===== src/rtl/systolic_pe_k.sv =====
// Output-stationary systolic MAC cell: accumulates K_DEPTH operand products
// per tile, forwards operands east/south with one cycle of latency.
module systolic_pe_k #(
  parameter int DATA_W   = 8,
  parameter int ACC_W    = 32,
  parameter int K_DEPTH  = 4,
  parameter int SIGNED   = 1,
  parameter int SATURATE = 1
) (
  input  logic                             clk,
  input  logic                             reset,
  input  logic                             valid_in,
  input  logic [DATA_W-1:0]                a_in,
  input  logic [DATA_W-1:0]                b_in,
  input  logic                             flush,
  output logic [DATA_W-1:0]                a_out,
  output logic [DATA_W-1:0]                b_out,
  output logic                             valid_out,
  output logic [ACC_W-1:0]                 y_out,
  output logic                             y_valid,
  output logic                             overflow,
  output logic [$clog2(K_DEPTH+1)-1:0]     beat_cnt
);

  localparam int CW = $clog2(K_DEPTH+1);
  localparam int PW = 2*DATA_W;
  localparam int XW = ACC_W+1-PW;
  localparam logic SX = (SIGNED != 0);
  localparam logic SAT = (SATURATE != 0);
  localparam logic [CW-1:0] LAST = CW'(K_DEPTH-1);
  localparam logic [ACC_W-1:0] SMAX = {1'b0, {(ACC_W-1){1'b1}}};
  localparam logic [ACC_W-1:0] SMIN = {1'b1, {(ACC_W-1){1'b0}}};
  localparam logic [ACC_W-1:0] UMAX = {ACC_W{1'b1}};

  typedef enum logic {EMPTY, FILLING} state_t;

  state_t            state;
  logic [ACC_W-1:0]  acc;
  logic              ovf_acc;

  logic [PW-1:0]     a_ext;
  logic [PW-1:0]     b_ext;
  logic [PW-1:0]     prod;
  logic [ACC_W:0]    prod_ext;
  logic [ACC_W:0]    acc_ext;
  logic [ACC_W:0]    sum;
  logic              beat_ovf;
  logic [ACC_W-1:0]  sat_val;
  logic [ACC_W-1:0]  res;
  logic              closing;

  // Low PW bits of the product of extended operands equal the exact product.
  always_comb begin
    a_ext    = {{DATA_W{SX & a_in[DATA_W-1]}}, a_in};
    b_ext    = {{DATA_W{SX & b_in[DATA_W-1]}}, b_in};
    prod     = a_ext * b_ext;
    prod_ext = {{XW{SX & prod[PW-1]}}, prod};
    acc_ext  = {SX & acc[ACC_W-1], acc};
    sum      = acc_ext + prod_ext;
    beat_ovf = SX ? (sum[ACC_W] ^ sum[ACC_W-1]) : sum[ACC_W];
    sat_val  = SX ? (sum[ACC_W] ? SMIN : SMAX) : UMAX;
    res      = (beat_ovf && SAT) ? sat_val : sum[ACC_W-1:0];
    closing  = valid_in && (flush || beat_cnt == LAST);
  end

  always_ff @(posedge clk or negedge reset) begin
    if (!reset) begin
      state     <= EMPTY;
      acc       <= '0;
      ovf_acc   <= 1'b0;
      beat_cnt  <= '0;
      a_out     <= '0;
      b_out     <= '0;
      valid_out <= 1'b0;
      y_out     <= '0;
      y_valid   <= 1'b0;
      overflow  <= 1'b0;
    end else begin
      valid_out <= valid_in;
      y_valid   <= 1'b0;
      if (valid_in) begin
        a_out <= a_in;
        b_out <= b_in;
      end
      if (closing) begin
        y_out    <= res;
        overflow <= ovf_acc | beat_ovf;
        y_valid  <= 1'b1;
        acc      <= '0;
        ovf_acc  <= 1'b0;
        beat_cnt <= '0;
        state    <= EMPTY;
      end else if (valid_in) begin
        acc      <= res;
        ovf_acc  <= ovf_acc | beat_ovf;
        beat_cnt <= beat_cnt + CW'(1);
        state    <= FILLING;
      end else if (flush && state == FILLING) begin
        y_out    <= acc;
        overflow <= ovf_acc;
        y_valid  <= 1'b1;
        acc      <= '0;
        ovf_acc  <= 1'b0;
        beat_cnt <= '0;
        state    <= EMPTY;
      end
    end
  end

endmodule


===== config.mk =====
export PLATFORM = sky130hd
export DESIGN_NAME = systolic_pe_k
export DESIGN_NICKNAME = d
export VERILOG_FILES = /design/src/rtl/systolic_pe_k.sv
export SDC_FILE = /design/constraint.sdc
export NUM_CORES = 1
export LEC_CHECK = 0
export CORE_UTILIZATION = 45
export CTS_BUF_LIST = sky130_fd_sc_hd__clkbuf_8
export DETAILED_ROUTE_END_ITERATION = 16
export GPL_ROUTABILITY_DRIVEN = 0
export GPL_TIMING_DRIVEN = 0
export PLACE_DENSITY = 0.68
export SLEW_MARGIN = 20
export SYNTH_ARGS = -nofsm -noshare
export SYNTH_HDL_FRONTEND = slang
export SYNTH_SLANG_ARGS = --single-unit

===== constraint.sdc =====
create_clock -name clk -period 5.6 [get_ports clk]
set_clock_uncertainty 0.05 [all_clocks]
set_input_delay 1.12 -clock clk [delete_from_list [all_inputs] [get_ports clk]]
set_output_delay 1.12 -clock clk [all_outputs]
set_load 0.01 [all_outputs]

==> results of run 1 <==
[cell families (layout without fill, tap and decap cells)]
kind of cell / Yosys count / in the layout / synth area share [%]
AND/OR/NAND/NOR: 291 / 295 / 14.5
buffers and inverters: 164 / 329 / 6.77
adder cells (fa/ha/maj): 220 / 220 / 38.0
flip-flops: 88 / 88 / 22.1
multiplexers: 19 / 19 / 2.11
AO/OA/AOI/OAI: 211 / 211 / 14.3
XOR/XNOR: 25 / 25 / 2.20
[flip-flops by register name (all words and copies together), names as in the netlist, 3 cells and up]
signal and cells:
a_out 8, acc 32, b_out 8, beat_cnt 3, y_out 32
[cell type report]
| class | count | area, um2 |
|---|---|---|
| Fill cell | 1760 | 8700 |
| Inverter | 115 | 448 |
| Clock inverter | 7 | 80.1 |
| Timing Repair Buffer | 157 | 1610 |
| Clock buffer | 9 | 124 |
| Sequential cell | 88 | 2200 |
| Buffer | 41 | 320 |
| Multi-Input combinational cell | 770 | 7930 |
| Tap cell | 280 | 350 |
[routing by layer]
metal	share of wire (%)	track usage (%)
met1	42	36.1
met2	47	43.5
met3	6.5	4.40
met4	4.9	12.5
met5	0	0
[repair_timing]
action,in CTS,in global routing
setup buffers,59,24
pin swaps,32,36
gates resized for setup,198,63
cloned,9,1
endpoints found under the setup margin,66,66
[per-stage QoR]
step / hold slack (ns) / area (um2) / util (%) / setup WS [ns] / setup TNS [ns]
after CTS: 0.457 / 12500 / 57.5 / -0.558 / -30.57
after detailed placement: 0.435 / 11200 / 51.7 / -2.35 / -144.91
after global placement: 0.424 / 11200 / 51.5 / -2.28 / -140.33
after floorplan: 0.408 / 10200 / - / -0.733 / -43.09
final: 0.460 / 13100 / 60.0 / -0.613 / -33.15
after global routing: 0.484 / 13100 / 60.0 / -0.713 / -40.07
[layout by cell type (no fill, tap or decap), types with 7 or more instances in the layout]
| master | n |
|---|---|
| sky130_fd_sc_hd__a21oi_4 | 8 |
| sky130_fd_sc_hd__nand4_1 | 7 |
| sky130_fd_sc_hd__ha_1 | 55 |
| sky130_fd_sc_hd__clkdlybuf4s50_1 | 55 |
| sky130_fd_sc_hd__o21ai_0 | 46 |
| sky130_fd_sc_hd__buf_12 | 11 |
| sky130_fd_sc_hd__clkbuf_8 | 11 |
| sky130_fd_sc_hd__ha_4 | 17 |
| sky130_fd_sc_hd__o21ai_2 | 10 |
| sky130_fd_sc_hd__nor3_1 | 20 |
| sky130_fd_sc_hd__nand2_1 | 99 |
| sky130_fd_sc_hd__clkbuf_1 | 17 |
| sky130_fd_sc_hd__mux2_2 | 16 |
| sky130_fd_sc_hd__nor2_1 | 34 |
| sky130_fd_sc_hd__and2_1 | 32 |
| sky130_fd_sc_hd__buf_8 | 8 |
| sky130_fd_sc_hd__a21oi_2 | 8 |
| sky130_fd_sc_hd__o211ai_1 | 10 |
| sky130_fd_sc_hd__nor2b_1 | 9 |
| sky130_fd_sc_hd__o211a_1 | 9 |
| sky130_fd_sc_hd__o21a_1 | 8 |
| sky130_fd_sc_hd__o21ai_1 | 21 |
| sky130_fd_sc_hd__or3_1 | 18 |
| sky130_fd_sc_hd__a211oi_1 | 13 |
| sky130_fd_sc_hd__xnor2_1 | 14 |
| sky130_fd_sc_hd__xor2_1 | 9 |
| sky130_fd_sc_hd__fa_1 | 134 |
| sky130_fd_sc_hd__buf_4 | 59 |
| sky130_fd_sc_hd__buf_6 | 35 |
| sky130_fd_sc_hd__nand3_1 | 12 |
| sky130_fd_sc_hd__and2_4 | 8 |
| sky130_fd_sc_hd__a21oi_1 | 23 |
| sky130_fd_sc_hd__dfrtp_1 | 88 |
| sky130_fd_sc_hd__inv_1 | 109 |
[path summary, 6_finish.rpt]
kind                           from        end  slack (ns)  cells after the start
max                         a_in[7]  y_out[24]       -0.61                     23
min                        a_out[5]   a_out[5]        0.46                      1
max reg2reg                  acc[6]  y_out[24]        0.04                     21
min reg2reg                a_out[5]   a_out[5]        0.46                      1
max in group asynchronous     reset  y_out[11]        4.40                      2
min in group asynchronous     reset   a_out[0]        0.50                      1
==> flow_results.xml, run 1 <==
<?xml version="1.0" encoding="UTF-8"?>
<metrics>
  <group name="synthesis">
    <metric name="number_of_enable_type_register_cells_in_the_synthesized_netlist" unit="">0</metric>
    <metric name="synth.lib_cells_used.distinct" unit="">72</metric>
    <metric name="synth-seq-cells" unit="">88</metric>
    <metric name="syn-cell-area" unit="um2">9970</metric>
    <metric name="synth_area_per_cell" unit="um2">9.79</metric>
    <metric name="synthFlopType" unit="">sky130_fd_sc_hd__dfrtp_1</metric>
    <metric name="synth_async_sr_flop_share" unit="%">100</metric>
    <metric name="seq_area_frac_synth" unit="%">22.1</metric>
    <metric name="synth_top_cells_by_area" unit="">sky130_fd_sc_hd__fa_1 (28%), sky130_fd_sc_hd__dfrtp_1 (22%), sky130_fd_sc_hd__ha_1 (9.3%)</metric>
    <metric name="most_frequent_cell_after_synthesis" unit="">sky130_fd_sc_hd__fa_1</metric>
    <metric name="ys_top_cells_by_count" unit="">sky130_fd_sc_hd__fa_1 (140), sky130_fd_sc_hd__inv_1 (114), sky130_fd_sc_hd__nand2_1 (107)</metric>
    <metric name="synth_nets" unit="">1252</metric>
    <metric name="cell_taking_the_most_area_after_synthesis" unit="">sky130_fd_sc_hd__fa_1</metric>
    <metric name="postSynthCellCount" unit="">1018</metric>
    <metric name="yosysWarningCount" unit="">0</metric>
    <metric name="synthDominantCellAreaShare" unit="%">28.1</metric>
  </group>
  <group name="timing">
    <metric name="final_critical_path_setup_slack" unit="ns">-0.613</metric>
    <metric name="timing.final.hold_violations" unit="">0</metric>
    <metric name="number_of_slew_limit_violations_in_the_final_report" unit="">0</metric>
    <metric name="tightest_slew" unit="ns">1.11</metric>
    <metric name="timing.slew.headroom" unit="%">25.4</metric>
    <metric name="rsz0062_at_grt" unit="">yes</metric>
    <metric name="timing.fmax" unit="MHz">161</metric>
    <metric name="timing.final.crit_share" unit="%">111</metric>
    <metric name="finalSetupViolations" unit="">66</metric>
    <metric name="post-route-min-period" unit="ns">6.21</metric>
  </group>
  <group name="detailed_routing">
    <metric name="detail_route.first_pass.iterations" unit="">6</metric>
    <metric name="drt_iter0_drc" unit="">570</metric>
    <metric name="post_drt_wl_per_cell" unit="um">20.0</metric>
    <metric name="drt.antenna.violating_nets" unit="">0</metric>
    <metric name="route.vias.total" unit="">8447</metric>
    <metric name="post_drt_via_cell_ratio" unit="">5.76</metric>
    <metric name="drc_errors" unit="">0</metric>
    <metric name="finalWirelength" unit="um">29300</metric>
  </group>
  <group name="worst_hold_path">
    <metric name="timing.hold.worst.class" unit="">reg2reg</metric>
  </group>
  <group name="floorplan">
    <metric name="initial_core_util" unit="%">45.8</metric>
    <metric name="coreArea" unit="um2">21800</metric>
    <metric name="die_height" unit="um">151</metric>
    <metric name="fp.dieArea" unit="um2">22700</metric>
    <metric name="dieWidth" unit="um">151</metric>
    <metric name="top_level_ports" unit="">74</metric>
    <metric name="placementRows" unit="">54</metric>
  </group>
  <group name="worst_setup_path">
    <metric name="critPathCaptureType" unit="">flop</metric>
    <metric name="worst_path_dominant_cell_family" unit="">adder cells</metric>
    <metric name="crit_buf_inv" unit="">8</metric>
    <metric name="critical_path.slowest_cell" unit="">sky130_fd_sc_hd__fa_2</metric>
    <metric name="critical-path-top-cell-by-count" unit="">sky130_fd_sc_hd__fa_2</metric>
    <metric name="crit_required" unit="ns">5.84</metric>
    <metric name="critical_path.cell_chain" unit="">buf_12, nand2_4, fa_2, fa_2, clkinvlp_4, buf_12, buf_16, fa_2, fa_1, ha_4, ha_4, buf_8, a211oi_4, o21ai_2, o211ai_1, o211ai_1, a41o_4, buf_4, a211oi_4, buf_6, buf_8, nor2_4, a211oi_2</metric>
    <metric name="worst-endpoint-arrival" unit="ns">6.46</metric>
    <metric name="worstSetupPathType" unit="">in2reg</metric>
    <metric name="cpPeakStageDelay" unit="ns">0.64</metric>
    <metric name="startpoint_type" unit="">input port</metric>
    <metric name="critPathMaxFanout" unit="">10</metric>
  </group>
  <group name="cells_and_area">
    <metric name="nNetsFinal" unit="">1416</metric>
    <metric name="antennaDiodeCount" unit="">0</metric>
    <metric name="post_layout_nonfiller_instances" unit="">1467</metric>
    <metric name="flow.area_growth_from_synthesis" unit="%">31.0</metric>
    <metric name="post_route_cells_drive_above_1_share" unit="%">24.7</metric>
  </group>
  <group name="global_route">
    <metric name="global_route_wire_length_before_repair" unit="um">46700</metric>
    <metric name="grt_start_max_net_pins" unit="">75</metric>
    <metric name="first_global_vias" unit="">8624</metric>
    <metric name="global_route.overflow_total" unit="">0</metric>
    <metric name="antenna_violations_before_repair" unit="">0</metric>
    <metric name="globalRouteTotalUtil" unit="%">27.1</metric>
  </group>
  <group name="status">
    <metric name="violations_in_the_final_reports" unit="">negative setup slack</metric>
    <metric name="outcome" unit="">complete, but fails checks</metric>
  </group>
  <group name="clock_network">
    <metric name="clkLatencyLatePin" unit="ns">0.38</metric>
    <metric name="path_clk_slew" unit="ns">0.09</metric>
    <metric name="cts_hold_repair.buffers" unit="">0</metric>
    <metric name="tritoncts" unit="">done</metric>
    <metric name="maximum_count_of_clock_buffers_along_a_single_path" unit="">2</metric>
    <metric name="cts_root_buffer" unit="">sky130_fd_sc_hd__clkbuf_8</metric>
    <metric name="num_cts_buffers" unit="">9</metric>
    <metric name="clock_sinks" unit="">88</metric>
    <metric name="cts-htree-levels" unit="">3</metric>
  </group>
  <group name="placement">
    <metric name="place_hpwl" unit="um">20800</metric>
    <metric name="port_buffers" unit="">68</metric>
    <metric name="placed_cells_incl_taps" unit="">1367</metric>
  </group>
  <group name="run">
    <metric name="maxCapViolCount" unit="">0</metric>
  </group>
</metrics>
Power of run 1 is not shown: default switching activity piles up to over one toggle a cycle in this logic, so the estimate is an artifact.
==> run 2, diff against run 1 <==
- CORE_MARGIN: default -> 8
==> flow_results.xml, run 2 (synthesized netlist as in run 1, its figures left out) <==
<?xml version="1.0" encoding="UTF-8"?>
<metrics>
  <group name="status">
    <metric name="outcome" unit="">complete, but fails checks</metric>
    <metric name="violations_in_the_final_reports" unit="">negative setup slack</metric>
  </group>
  <group name="floorplan">
    <metric name="initial_core_util" unit="%">45.8</metric>
    <metric name="dieWidth" unit="um">165</metric>
    <metric name="top_level_ports" unit="">74</metric>
    <metric name="coreArea" unit="um2">21800</metric>
    <metric name="fp.dieArea" unit="um2">27200</metric>
    <metric name="placementRows" unit="">54</metric>
    <metric name="die_height" unit="um">165</metric>
  </group>
  <group name="worst_setup_path">
    <metric name="reg2reg_from" unit="">acc[6]</metric>
    <metric name="cpPeakStageDelay" unit="ns">0.58</metric>
    <metric name="worst_path_dominant_cell_family" unit="">adder cells</metric>
    <metric name="critPathCaptureType" unit="">flop</metric>
    <metric name="critPathMaxFanout" unit="">7</metric>
    <metric name="startpoint_type" unit="">input port</metric>
    <metric name="worstSetupPathType" unit="">in2reg</metric>
    <metric name="crit_buf_inv" unit="">7</metric>
    <metric name="timing.reg2reg.setup_slack" unit="ns">0.10</metric>
    <metric name="critical-path-top-cell-by-count" unit="">sky130_fd_sc_hd__buf_6</metric>
    <metric name="crit_required" unit="ns">5.84</metric>
    <metric name="timing.rr.end" unit="">y_out[9]</metric>
    <metric name="worst-r2r-cell-count" unit="">21</metric>
    <metric name="critical_path.slowest_cell" unit="">sky130_fd_sc_hd__fa_2</metric>
    <metric name="worst-endpoint-arrival" unit="ns">6.37</metric>
    <metric name="critical_path.cell_chain" unit="">buf_12, and2_4, o21bai_4, ha_4, inv_2, fa_2, clkinvlp_4, buf_12, fa_1, fa_1, ha_1, ha_1, buf_6, nand4_1, o22ai_2, nor3_2, o211ai_1, or3_4, a211oi_4, buf_6, buf_6, and2b_1, o21ai_1</metric>
  </group>
  <group name="worst_hold_path">
    <metric name="hold_path_end" unit="">y_out[31]</metric>
    <metric name="timing.hold.worst.class" unit="">reg2reg</metric>
    <metric name="hold-path-cell-count" unit="">2</metric>
    <metric name="hold_path.startpoint" unit="">y_out[31]</metric>
  </group>
  <group name="detailed_routing">
    <metric name="post_drt_wl_per_cell" unit="um">20.7</metric>
    <metric name="drc_errors" unit="">0</metric>
    <metric name="drt_iter0_drc" unit="">713</metric>
    <metric name="post_drt_via_cell_ratio" unit="">5.71</metric>
    <metric name="finalWirelength" unit="um">30400</metric>
    <metric name="route.vias.total" unit="">8414</metric>
    <metric name="drt.antenna.violating_nets" unit="">0</metric>
    <metric name="detail_route.first_pass.iterations" unit="">5</metric>
  </group>
  <group name="global_route">
    <metric name="global_route_wire_length_before_repair" unit="um">48100</metric>
    <metric name="first_global_vias" unit="">8655</metric>
    <metric name="grt_start_max_net_pins" unit="">74</metric>
    <metric name="globalRouteTotalUtil" unit="%">22.8</metric>
    <metric name="antenna_violations_before_repair" unit="">0</metric>
    <metric name="global_route.overflow_total" unit="">0</metric>
  </group>
  <group name="timing">
    <metric name="timing.fmax" unit="MHz">163</metric>
    <metric name="tightest_slew" unit="ns">1.09</metric>
    <metric name="timing.hold.ws" unit="ns">0.451</metric>
    <metric name="rsz0062_at_grt" unit="">yes</metric>
    <metric name="final_critical_path_setup_slack" unit="ns">-0.522</metric>
    <metric name="timing.final.hold_violations" unit="">0</metric>
    <metric name="number_of_slew_limit_violations_in_the_final_report" unit="">0</metric>
    <metric name="post-route-min-period" unit="ns">6.12</metric>
    <metric name="timing.final.crit_share" unit="%">109</metric>
    <metric name="finalSetupViolations" unit="">66</metric>
    <metric name="timing.slew.headroom" unit="%">27.1</metric>
  </group>
  <group name="cells_and_area">
    <metric name="flow.area_growth_from_synthesis" unit="%">32.1</metric>
    <metric name="layout.cells.most_common" unit="">sky130_fd_sc_hd__fa_1</metric>
    <metric name="post_route_cells_drive_above_1_share" unit="%">27.1</metric>
    <metric name="nNetsFinal" unit="">1422</metric>
    <metric name="final_design_area_no_fill" unit="um2">13200</metric>
    <metric name="antennaDiodeCount" unit="">0</metric>
    <metric name="layout_top_registers" unit="">acc: 32 flops, y_out: 32 flops</metric>
    <metric name="final_core_utilization" unit="%">60.5</metric>
    <metric name="post_layout_nonfiller_instances" unit="">1473</metric>
    <metric name="layout.cells.most_common_list" unit="">sky130_fd_sc_hd__fa_1 (135), sky130_fd_sc_hd__inv_1 (109), sky130_fd_sc_hd__nand2_1 (99), sky130_fd_sc_hd__dfrtp_1 (88), sky130_fd_sc_hd__buf_4 (70)</metric>
  </group>
  <group name="clock_network">
    <metric name="cts_root_buffer" unit="">sky130_fd_sc_hd__clkbuf_8</metric>
    <metric name="num_cts_buffers" unit="">9</metric>
    <metric name="cts-htree-levels" unit="">3</metric>
    <metric name="clkLatencyLatePin" unit="ns">0.37</metric>
    <metric name="maximum_count_of_clock_buffers_along_a_single_path" unit="">2</metric>
    <metric name="clock_sinks" unit="">88</metric>
    <metric name="path_clk_slew" unit="ns">0.10</metric>
    <metric name="tritoncts" unit="">done</metric>
  </group>
  <group name="placement">
    <metric name="place_hpwl" unit="um">21500</metric>
    <metric name="port_buffers" unit="">68</metric>
    <metric name="placed_cells_incl_taps" unit="">1367</metric>
    <metric name="placed_cell_area" unit="um2">11200</metric>
  </group>
  <group name="run">
    <metric name="maxCapViolCount" unit="">0</metric>
  </group>
</metrics>
## run 2: cell types whose count changed in the layout (fill, tap and decap cells not counted), moves of 4 or more
cell                       before  now
sky130_fd_sc_hd__buf_4         59   70
sky130_fd_sc_hd__a211oi_1      13    3
sky130_fd_sc_hd__nor3_1        20   10
sky130_fd_sc_hd__o21ai_2       10   19
sky130_fd_sc_hd__nor3_2         4   12
sky130_fd_sc_hd__o21ai_1       21   14
sky130_fd_sc_hd__a211oi_2       3    8
sky130_fd_sc_hd__a211oi_4       3    8
sky130_fd_sc_hd__buf_8          8    3
sky130_fd_sc_hd__buf_12        11    7
sky130_fd_sc_hd__nor2_1        34   38
sky130_fd_sc_hd__nor2_2         5    1
## run 2: cell type report
class	instances	area, um2
plain buffers	41	340
clock buffers	9	124
clock inverters	7	80.1
fillers	1812	8580
inverters	115	448
multi-input cells	772	8080
flip-flops and latches	88	2200
well taps	280	350
repair buffers	161	1550
## run 2: how the worst max path moves through the flow
| stage | start | to | cells past startpoint |
|---|---|---|---|
| after floorplan | a_in[7] | acc[22] | 20 |
| after global placement | a_in[7] | acc[25] | 19 |
| after detailed placement | a_in[7] | acc[22] | 19 |
| after CTS | b_in[0] | y_out[8] | 19 |
| after global routing | a_in[7] | acc[7] | 23 |
| final | a_in[7] | acc[7] | 23 |
## run 2: through the flow
stage / worst slack (ns) / setup TNS (ns)
final: -0.522 / -28.78
after global routing: -0.759 / -42.26
after CTS: -0.468 / -24.62
after detailed placement: -2.32 / -143.58
after global placement: -2.29 / -139.83
after floorplan: -0.733 / -43.09
## run 2: timing repair
| item | CTS | global route |
|---|---|---|
| setup endpoints to repair | 66 | 66 |
| gates cloned | 11 | 1 |
| buffers inserted | 62 | 28 |
| resized for setup | 206 | 85 |
| hold buffers | 0 | 0 |
| pin swaps | 68 | 49 |
## run 2: worst reg2reg max path: stages (launching register included)
cell	delay (ns)
sky130_fd_sc_hd__dfrtp_1	0.43
sky130_fd_sc_hd__inv_1	0.10
sky130_fd_sc_hd__fa_1	0.53
sky130_fd_sc_hd__inv_1	0.05
sky130_fd_sc_hd__fa_1	0.49
sky130_fd_sc_hd__inv_1	0.05
sky130_fd_sc_hd__fa_1	0.41
sky130_fd_sc_hd__inv_1	0.08
sky130_fd_sc_hd__fa_1	0.44
sky130_fd_sc_hd__fa_2	0.56
sky130_fd_sc_hd__ha_4	0.21
sky130_fd_sc_hd__nand3_2	0.07
sky130_fd_sc_hd__nand2_2	0.07
sky130_fd_sc_hd__or2_4	0.25
sky130_fd_sc_hd__a211o_1	0.30
sky130_fd_sc_hd__buf_6	0.15
sky130_fd_sc_hd__a41o_4	0.26
sky130_fd_sc_hd__nor2_4	0.25
sky130_fd_sc_hd__buf_6	0.19
sky130_fd_sc_hd__buf_6	0.11
sky130_fd_sc_hd__nor3_1	0.05
sky130_fd_sc_hd__nor4_2	0.30
## run 2: layer usage
metal	wire length (um)	up-vias	global-route usage, %
met5	0	-	0
met4	936	0	6.80
met3	1920	56	3.12
met2	14700	323	37.8
met1	12900	4266	30.5
li1	-	3769	-
Power of run 2 is left out for the same reason.
==> run 3, diff against run 2 <==
- CAP_MARGIN: default -> 0
==> results of run 3 <==
The final DEF is identical to that of run 2; final timing and power are the same.
Power of run 3 is left out for the same reason.
